===== config.mk =====
export PLATFORM = sky130hd
export DESIGN_NAME = spi_master_duplex
export DESIGN_NICKNAME = d
export VERILOG_FILES = /design/src/rtl/spi_master_duplex.sv
export SDC_FILE = /design/constraint.sdc
export NUM_CORES = 1
export LEC_CHECK = 0
export ABC_AREA = 0
export CORE_MARGIN = 1
export CORE_UTILIZATION = 45
export CTS_CLUSTER_SIZE = 16
export DETAILED_ROUTE_END_ITERATION = 12
export PLACE_DENSITY = 0.62
export SETUP_SLACK_MARGIN = 0.2
export SYNTH_ARGS = -nofsm -noshare
export SYNTH_HDL_FRONTEND = slang
export SYNTH_SLANG_ARGS = --single-unit

===== constraint.sdc =====
create_clock -name clk -period 3.4 [get_ports clk]
set_clock_uncertainty 0.2 [all_clocks]
set_input_delay 1.02 -clock clk [delete_from_list [all_inputs] [get_ports clk]]
set_output_delay 1.02 -clock clk [all_outputs]
set_load 0.05 [all_outputs]

===== src/rtl/spi_master_duplex.sv =====
// Full-duplex SPI master with runtime CPOL/CPHA, bit order and SCK divider.
// One word per valid/ready command; the received word returns as a one-cycle pulse.
module spi_master_duplex #(
    parameter int unsigned DATA_W = 8,
    parameter int unsigned CS_NUM = 1,
    parameter int unsigned DIV_W  = 16,
    parameter int unsigned CS_W   = (CS_NUM > 1) ? $clog2(CS_NUM) : 1
) (
    input  logic              clk,
    input  logic              rst_n,
    input  logic              cfg_cpol,
    input  logic              cfg_cpha,
    input  logic              cfg_lsb_first,
    input  logic [DIV_W-1:0]  cfg_div,
    input  logic              cmd_valid,
    output logic              cmd_ready,
    input  logic [DATA_W-1:0] cmd_data,
    input  logic [CS_W-1:0]   cmd_cs,
    output logic              rsp_valid,
    output logic [DATA_W-1:0] rsp_data,
    output logic              busy,
    output logic              sck,
    output logic              mosi,
    input  logic              miso,
    output logic [CS_NUM-1:0] cs_n
);

    localparam int unsigned EDGE_W    = $clog2(2 * DATA_W + 1);
    localparam int unsigned LAST_EDGE = 2 * DATA_W;

    typedef enum logic [2:0] {IDLE, SETUP, XFER, HOLD, GAP} state_t;

    state_t            state, state_d;
    logic [DIV_W-1:0]  div_q, div_d, cnt_q, cnt_d, div_m1;
    logic [EDGE_W-1:0] edge_q, edge_d, edge_k;
    logic              cpha_q, cpha_d, lsb_q, lsb_d;
    logic [DATA_W-1:0] tx_q, tx_d, rx_q, rx_d, tx_shift;
    logic [DATA_W-1:0] rsp_data_d;
    logic [CS_NUM-1:0] cs_n_d;
    logic              sck_d, mosi_d, rsp_valid_d, ready_d;

    // Phase length minus one; a zero divider behaves as one.
    assign div_m1 = (cfg_div == '0) ? '0 : cfg_div - DIV_W'(1);

    // Next-state and next-output logic; every SCK edge lands at the end of a D-cycle phase.
    always_comb begin
        state_d     = state;
        div_d       = div_q;
        cnt_d       = cnt_q;
        edge_d      = edge_q;
        cpha_d      = cpha_q;
        lsb_d       = lsb_q;
        tx_d        = tx_q;
        rx_d        = rx_q;
        sck_d       = sck;
        mosi_d      = mosi;
        cs_n_d      = cs_n;
        rsp_valid_d = 1'b0;
        rsp_data_d  = rsp_data;
        edge_k      = edge_q + EDGE_W'(1);
        tx_shift    = lsb_q ? (tx_q >> 1) : (tx_q << 1);

        unique case (state)
            IDLE: begin
                sck_d  = cfg_cpol;
                mosi_d = 1'b0;
                cs_n_d = '1;
                if (cmd_valid) begin
                    state_d = SETUP;
                    div_d   = div_m1;
                    cnt_d   = div_m1;
                    edge_d  = '0;
                    cpha_d  = cfg_cpha;
                    lsb_d   = cfg_lsb_first;
                    tx_d    = cmd_data;
                    rx_d    = '0;
                    mosi_d  = cfg_cpha ? 1'b0
                            : (cfg_lsb_first ? cmd_data[0] : cmd_data[DATA_W-1]);
                    // Out-of-range index leaves every select deasserted.
                    for (int unsigned i = 0; i < CS_NUM; i++) begin
                        cs_n_d[i] = (32'(cmd_cs) != i);
                    end
                end
            end
            SETUP, XFER: begin
                if (cnt_q == '0) begin
                    cnt_d  = div_q;
                    edge_d = edge_k;
                    sck_d  = ~sck;
                    if (edge_k[0] != cpha_q) begin
                        rx_d = lsb_q ? {miso, rx_q[DATA_W-1:1]} : {rx_q[DATA_W-2:0], miso};
                    end
                    if (cpha_q && edge_k[0]) begin
                        mosi_d = lsb_q ? tx_q[0] : tx_q[DATA_W-1];
                        tx_d   = tx_shift;
                    end else if (!cpha_q && !edge_k[0] && (edge_k != EDGE_W'(LAST_EDGE))) begin
                        mosi_d = lsb_q ? tx_shift[0] : tx_shift[DATA_W-1];
                        tx_d   = tx_shift;
                    end
                    state_d = (edge_k == EDGE_W'(LAST_EDGE)) ? HOLD : XFER;
                end else begin
                    cnt_d = cnt_q - DIV_W'(1);
                end
            end
            HOLD: begin
                if (cnt_q == '0) begin
                    cnt_d       = div_q;
                    cs_n_d      = '1;
                    mosi_d      = 1'b0;
                    rsp_data_d  = rx_q;
                    rsp_valid_d = 1'b1;
                    state_d     = GAP;
                end else begin
                    cnt_d = cnt_q - DIV_W'(1);
                end
            end
            GAP: begin
                if (cnt_q == '0) begin
                    state_d = IDLE;
                end else begin
                    cnt_d = cnt_q - DIV_W'(1);
                end
            end
            default: state_d = IDLE;
        endcase

        ready_d = (state_d == IDLE);
    end

    // State and output registers.
    always_ff @(posedge clk or negedge rst_n) begin
        if (!rst_n) begin
            state     <= IDLE;
            div_q     <= '0;
            cnt_q     <= '0;
            edge_q    <= '0;
            cpha_q    <= 1'b0;
            lsb_q     <= 1'b0;
            tx_q      <= '0;
            rx_q      <= '0;
            sck       <= 1'b0;
            mosi      <= 1'b0;
            cs_n      <= '1;
            cmd_ready <= 1'b1;
            busy      <= 1'b0;
            rsp_valid <= 1'b0;
            rsp_data  <= '0;
        end else begin
            state     <= state_d;
            div_q     <= div_d;
            cnt_q     <= cnt_d;
            edge_q    <= edge_d;
            cpha_q    <= cpha_d;
            lsb_q     <= lsb_d;
            tx_q      <= tx_d;
            rx_q      <= rx_d;
            sck       <= sck_d;
            mosi      <= mosi_d;
            cs_n      <= cs_n_d;
            cmd_ready <= ready_d;
            busy      <= !ready_d;
            rsp_valid <= rsp_valid_d;
            rsp_data  <= rsp_data_d;
        end
    end

endmodule

==> results of run 1 <==
==> power by group through the flow <==
| stage | clock, µW | combinational (µW) | sequential, µW |
|---|---|---|---|
| finish | 702 | 871 | 1340 |
| global route | 756 | 999 | 1370 |
| CTS | 717 | 870 | 1330 |
| detailed placement | 0 | 867 | 1340 |
| global placement | 0 | 847 | 1330 |
| floorplan | 0 | 638 | 1290 |
==> through the flow <==
stage | cell area [µm²] | worst slack, ps
after floorplan | 4180 | 314
after global placement | 4950 | -106
after detailed placement | 4950 | -120
after CTS | 5160 | 233
after global routing | 5200 | 188
final | 5200 | 228
==> layout by cell type, fill, tap and decap left out, types with 4 or more instances in the layout <==
cell,Yosys,final
o211ai_1,4,4
or3_1,4,4
dfrtp_1,70,70
xor2_1,4,4
xnor2_1,9,9
nor2_1,42,42
nor3_1,21,20
o21ai_0,51,51
buf_4,0,37
ha_1,5,4
mux2_2,16,16
o31ai_1,6,6
a211oi_1,7,7
mux2i_1,17,17
nand3_1,12,12
clkbuf_8,0,9
nor4_2,2,4
a21oi_1,22,22
clkdlybuf4s50_1,0,44
nand2_1,73,73
inv_1,12,10
==> path summary, 6_finish.rpt <==
kind | startpoint | end | slack [ps] | depth (start not counted)
setup reg to reg | cnt_q[0]$_DFFE_PN0P_ | cnt_q[12]$_DFFE_PN0P_ | 520 | 8
hold / removal | rsp_data[0]$_DFFE_PN0P_ | rsp_data[0]$_DFFE_PN0P_ | 270 | 2
setup / recovery | cfg_div[0] | cnt_q[15]$_DFFE_PN0P_ | 230 | 9
max in group asynchronous | rst_n | div_q[15]$_DFFE_PN0P_ | 1860 | 2
min in group asynchronous | rst_n | busy$_DFF_PN0_ | 460 | 1
hold reg to reg | rsp_data[0]$_DFFE_PN0P_ | rsp_data[0]$_DFFE_PN0P_ | 270 | 2
==> layout make-up <==
cell class                 count  share of cell area, %
multi-input combinational    360                   43.6
sequential                    72                   34.7
timing repair buffer          83                   14.3
tap                          108                   2.60
clock buffer                   9                   2.38
clock inverter                 7                   1.52
inverter                      12                  0.867
==> repair_timing <==
action | in CTS | in global routing
setup endpoints to repair | 0 | 18
setup buffers | 0 | 0
resized for setup | 0 | 9
==> worst max-delay path: stages <==
cell             delay, ps
clkdlybuf4s50_1        430
buf_4                  170
nor3_1                 200
nand2_1                130
or4b_2                 660
xnor2_1                160
buf_4                  140
a211oi_1               190
o21ai_0                100
==> cells by family (layout without fill, tap and decap cells) <==
kind of cell	count (synthesis)	after routing
AOI/OAI and AO/OA	118	118
adders and majority gates	6	6
and+or+nand+nor	189	189
DFF	72	72
xor gates and xnor gates	13	13
muxes	34	34
buffers and inverters	37	111
==> flip-flops by register name, indices dropped and copies added, names as in the netlist <==
name       flops
busy           1
cmd_ready      1
cnt_q         16
cpha_q         1
cs_n           1
div_q         16
edge_q         5
lsb_q          1
mosi           1
rsp_data       8
rsp_valid      1
rx_q           8
sck            1
state          3
tx_q           8
==> routing by layer <==
metal  track usage [%]  share of wire, %  up-vias  wire length, µm
met5                 0                 0        -                0
met1              35.2                49     1809             5110
met3              4.22               6.0        7              618
met4              5.86              0.81        0               84
li1                  -                 -     1829                -
met2              33.8                44      112             4550
==> reports/metrics.csv, run 1 <==
metric,value,unit
Multi-input gate area,2270,µm²
Adder-Cell Fraction of Synth Area,1.74,%
WL/cell,15.9,µm
I/O pin total,46,
"top cells by count, synth","73 x nand2_1, 70 x dfrtp_1, 51 x o21ai_0",
Skew-Pair Late Insertion Delay,360,ps
number of diodes,0,
DR vias/cell,5.77,
Post-synth EDFFs,0,
placer congestion estimate,0.822,
CTS tree,done,
initial core utilization,47.2,%
syn_nets,506,
largest family of logic cells by synthesized area,simple AND/OR/NAND/NOR gates,
largest net degree at the start of global routing,32,
Max Buffers Root-to-Sink,2,
Overflow after GRT,0,
top post-synthesis cells by area,"dfrtp_1 42%, nand2_1 6.6%, o21ai_0 6.1%, mux2_2 4.3%, mux2i_1 4.1%",
RSZ-0062 raised after global routing,true,
Combinational Power Share,29.9,%
Finish-stage setup viols,0,
Synth Flop Type,dfrtp_1,
post-synthesis compound-gate area fraction,17.1,%
hpwl dp,7590,µm
critical path class,primary input to flip-flop,
WP data arrival,3190,ps
failing checks,DRC,
clk sinks,72,
f_max,315,MHz
Max Slew Vio Count,0,
Synth Area in Simple Gates,22.8,%
fraction of layout cells with a size suffix above 1,17.3,%
Yosys top cell area share,41.9,%
area added between synthesis and finish,24.3,%
I/O Buffers,45,
routed vias,3757,
die area,9680,µm²
hold crit path type,flip-flop to flip-flop,
overall routing resource usage,23.1,%
number of antenna-violating nets in the routed design,0,
fin cells,651,
final critical-path share of the clock period,93.3,%
fill cell count,824,
"Reg clk slew, reported paths",80,ps
fin nets,575,
hold bufs inserted after CTS,0,
"Seq/Total Area, Yosys",43.2,%
post-synthesis register bit count,72,
Mapped Area,4180,µm²
# H-tree levels,3,
Yosys top cell by area,dfrtp_1,
first-pass GRT wire length,17900,µm
CTS Buf Count,9,
Syn Inst Count,469,
Rows,34,
critical path required time,3420,ps
Min Hold Slack,271,ps
antenna violations before repair,0,
final WL,10400,µm
most frequent cell after synthesis,nand2_1,
setup TNS,0,ps
post-synthesis mux area share,8.92,%
Initial DRC Count,261,
Max VDD drop,0.315,mV
Crit Path Max Fanout,4,
Post-Synth XOR/XNOR Area,2.72,%
asr flop ratio synth,100,%
DRC,2,
First-pass DRT Iterations,10,
placed insts,635,
die extent in x,98.4,µm
CP endpoint kind,flip-flop,
fin crit period,3170,ps
Die H,98.4,µm
Sequential Power Share,45.9,%
number of global-route vias before repair,3556,
Int Power,1830,µW
sw frac,37.1,%
warnings from Yosys,0,
Tightest Pin Transition,866,ps
max_cap viols,0,
core area,8850,µm²
Slew Limit Headroom,42.1,%
pwr dens,560,nW/µm²
Mapped Avg Cell Area,8.91,µm²
Final Util,58.7,%
Psw,1080,µW
Clock power frac,24.2,%
status,"complete, but fails checks",
final hold vios,0,
Pwr Total,2910,µW
sequential standard cell area,1800,µm²
Unique masters post-synth,61,
Clock Root Buffer,clkbuf_8,
Worst setup SP type,primary input,
leakage,0.00220,µW
No activity file was read; power rests on OpenSTA's default activity.
==> run 2, diff against run 1 <==
GPL_ROUTABILITY_DRIVEN = 0   (was unset)
==> results of run 2 <==
No change in the layout: final DEF, timing and power equal those of run 1.
==> run 3, diff against run 2 <==
MAX_ROUTING_LAYER = met4   (was unset)
==> run 3 against run 2 <==
  * The run still ends with DRC left
  * Largest power group unchanged
  * Global-route usage up 0.70 points
  * Non-clock buffer count stayed put
  * Highest routed layer unchanged
  * Final cell count unchanged
  * Flip-flop and latch count unchanged
==> reports/metrics.csv, run 3 (synthesis gave the netlist of run 1 again) <==
metric,value,unit,change
status,"complete, but fails checks",,unchanged
overall routing resource usage,23.8,%,was 23.1%
Clock power frac,24.1,%,was 24.2%
Finish-stage setup viols,0,,unchanged
fill cell count,824,,unchanged
Overflow after GRT,0,,unchanged
clk sinks,72,,unchanged
# H-tree levels,3,,unchanged
hold crit path type,flip-flop to flip-flop,,unchanged
routed wl met2,4630,µm,was 4550 µm
Psw,1070,µW,was 1080 µW
die extent in x,98.4,µm,unchanged
Critical Path Start,cfg_div[0],,unchanged
Crit Path Max Fanout,4,,unchanged
fin nets,575,,unchanged
CP endpoint kind,flip-flop,,unchanged
Skew-Pair Late Insertion Delay,350,ps,was 360 ps
CP Cell Sequence,clkdlybuf4s50_1 -> buf_4 -> nor3_1 -> nand2_1 -> or4b_2 -> xnor2_1 -> buf_4 -> a211oi_1 -> o21ai_0,,unchanged
final hold vios,0,,unchanged
Initial DRC Count,267,,was 261
Min Hold Slack,271,ps,about the same
Clock Root Buffer,clkbuf_8,,unchanged
"most common cell after layout, fill and taps aside",nand2_1,,unchanged
DRC,2,,unchanged
DR vias/cell,5.73,,was 5.77
WP data arrival,3180,ps,was 3190 ps
number of global-route vias before repair,3553,,"was 3,556"
initial core utilization,47.2,%,unchanged
First-pass DRT Iterations,10,,unchanged
antenna violations before repair,0,,unchanged
hpwl dp,7590,µm,unchanged
routed vias,3729,,"was 3,757"
setup TNS,0,ps,unchanged
Worst setup SP type,primary input,,unchanged
final critical-path share of the clock period,93.0,%,was 93.3%
first-pass GRT wire length,17800,µm,"was 17,900 µm"
die area,9680,µm²,unchanged
WL/cell,15.9,µm,about the same
CTS Buf Count,9,,unchanged
Pwr Total,2900,µW,was 2910 µW
Final Util,58.7,%,unchanged
worst stage delay on the critical path,660,ps,about the same
critical path class,primary input to flip-flop,,unchanged
sw frac,37.0,%,was 37.1%
failing checks,DRC,,unchanged
reg2reg start,cnt_q[0]$_DFFE_PN0P_,,unchanged
Die H,98.4,µm,unchanged
number of antenna-violating nets in the routed design,0,,unchanged
number of diodes,0,,unchanged
I/O pin total,46,,unchanged
"Non-Filler Cell Area, Final",5200,µm²,unchanged
area added between synthesis and finish,24.3,%,unchanged
Sequential Power Share,45.9,%,about the same
final WL,10400,µm,about the same
Combinational Power Share,29.9,%,about the same
I/O Buffers,45,,unchanged
metal3 WL,516,µm,was 618 µm
Tightest Pin Transition,864,ps,was 866 ps
"Reg clk slew, reported paths",80,ps,about the same
Hold Crit Start,rsp_data[0]$_DFFE_PN0P_,,unchanged
most frequent CP cell,buf_4,,unchanged
fin crit period,3160,ps,was 3170 ps
Max Slew Vio Count,0,,unchanged
Max Buffers Root-to-Sink,2,,unchanged
fraction of layout cells with a size suffix above 1,17.3,%,unchanged
critical path required time,3420,ps,about the same
CTS tree,done,,unchanged
f_max,316,MHz,was 315 MHz
Max VDD drop,0.314,mV,was 0.315 mV
max_cap viols,0,,unchanged
largest registers,"cnt_q: 16 flops, div_q: 16 flops",,unchanged
core area,8850,µm²,unchanged
pwr dens,559,nW/µm²,was 560 nW/µm²
Slew Limit Headroom,42.2,%,was 42.1%
leakage,0.00220,µW,unchanged
"Setup Fix Bufs, Post-CTS",0,,unchanged
Rows,34,,unchanged
metal1 wirelength,5160,µm,was 5110 µm
Area after DPL,4950,µm²,unchanged
RSZ-0062 raised after global routing,true,,unchanged
Int Power,1830,µW,about the same
largest net degree at the start of global routing,32,,unchanged
DR top layer,met4,,unchanged
"slowest stage cell, crit path",or4b_2,,unchanged
most frequent cells in the layout,"73 x nand2_1, 70 x dfrtp_1, 51 x o21ai_0",,unchanged
-- run 3: cell counts in the layout (fill, tap and decap cells not counted) --
Identical to the previous run, type by type.
-- run 3: final timing paths --
| kind | endpoint | slack (ps) | cells past startpoint |
|---|---|---|---|
| max | cnt_q[15]$_DFFE_PN0P_ | 240 | 9 |
| min | rsp_data[0]$_DFFE_PN0P_ | 270 | 2 |
| max reg2reg | cnt_q[12]$_DFFE_PN0P_ | 540 | 8 |
| min reg2reg | rsp_data[0]$_DFFE_PN0P_ | 270 | 2 |
| max in group asynchronous | div_q[15]$_DFFE_PN0P_ | 1860 | 2 |
| min in group asynchronous | busy$_DFF_PN0_ | 460 | 1 |
-- run 3: power by group through the flow --
stage,clock [µW],combinational [µW],sequential [µW]
6_report,700,869,1330
5_1_grt,754,998,1370
4_1_cts,717,870,1330
3_5_place_dp,0,867,1340
3_3_place_gp,0,847,1330
2_1_floorplan,0,638,1290
-- run 3: what timing repair did --
action / in CTS / in global routing
gates resized for setup: 0 / 9
hold buffers: 0 / 0
setup endpoints to repair: 0 / 18
-- run 3: metrics by stage --
stage	setup slack (ps)	std cells
after floorplan	314	469
after global placement	-106	635
after detailed placement	-120	635
after CTS	233	651
after global routing	188	651
final	236	651
-- run 3: worst max-delay path, delay by kind of cell --
| kind | cells | cell delay (ps) |
|---|---|---|
| simple gates | 3 | 990 |
| xor+xnor | 1 | 160 |
| buf+inv | 3 | 740 |
| compound gates | 2 | 290 |
-- run 3: layer usage --
layer | vias up | GRT usage, %
met5 | - | -
met4 | 0 | 5.86
met2 | 95 | 33.9
met1 | 1803 | 35.1
li1 | 1825 | -
met3 | 6 | 4.22
-- run 3: cell type report --
| cell class | count | area [µm²] | share of cell area (%) |
|---|---|---|---|
| multi-input cells | 360 | 2270 | 43.6 |
| flip-flops and latches | 72 | 1800 | 34.7 |
| repair buffers | 83 | 743 | 14.3 |
| well taps | 108 | 135 | 2.60 |
| clock buffers | 9 | 124 | 2.38 |
| clock inverters | 7 | 78.8 | 1.52 |
| inverters | 12 | 45.0 | 0.867 |
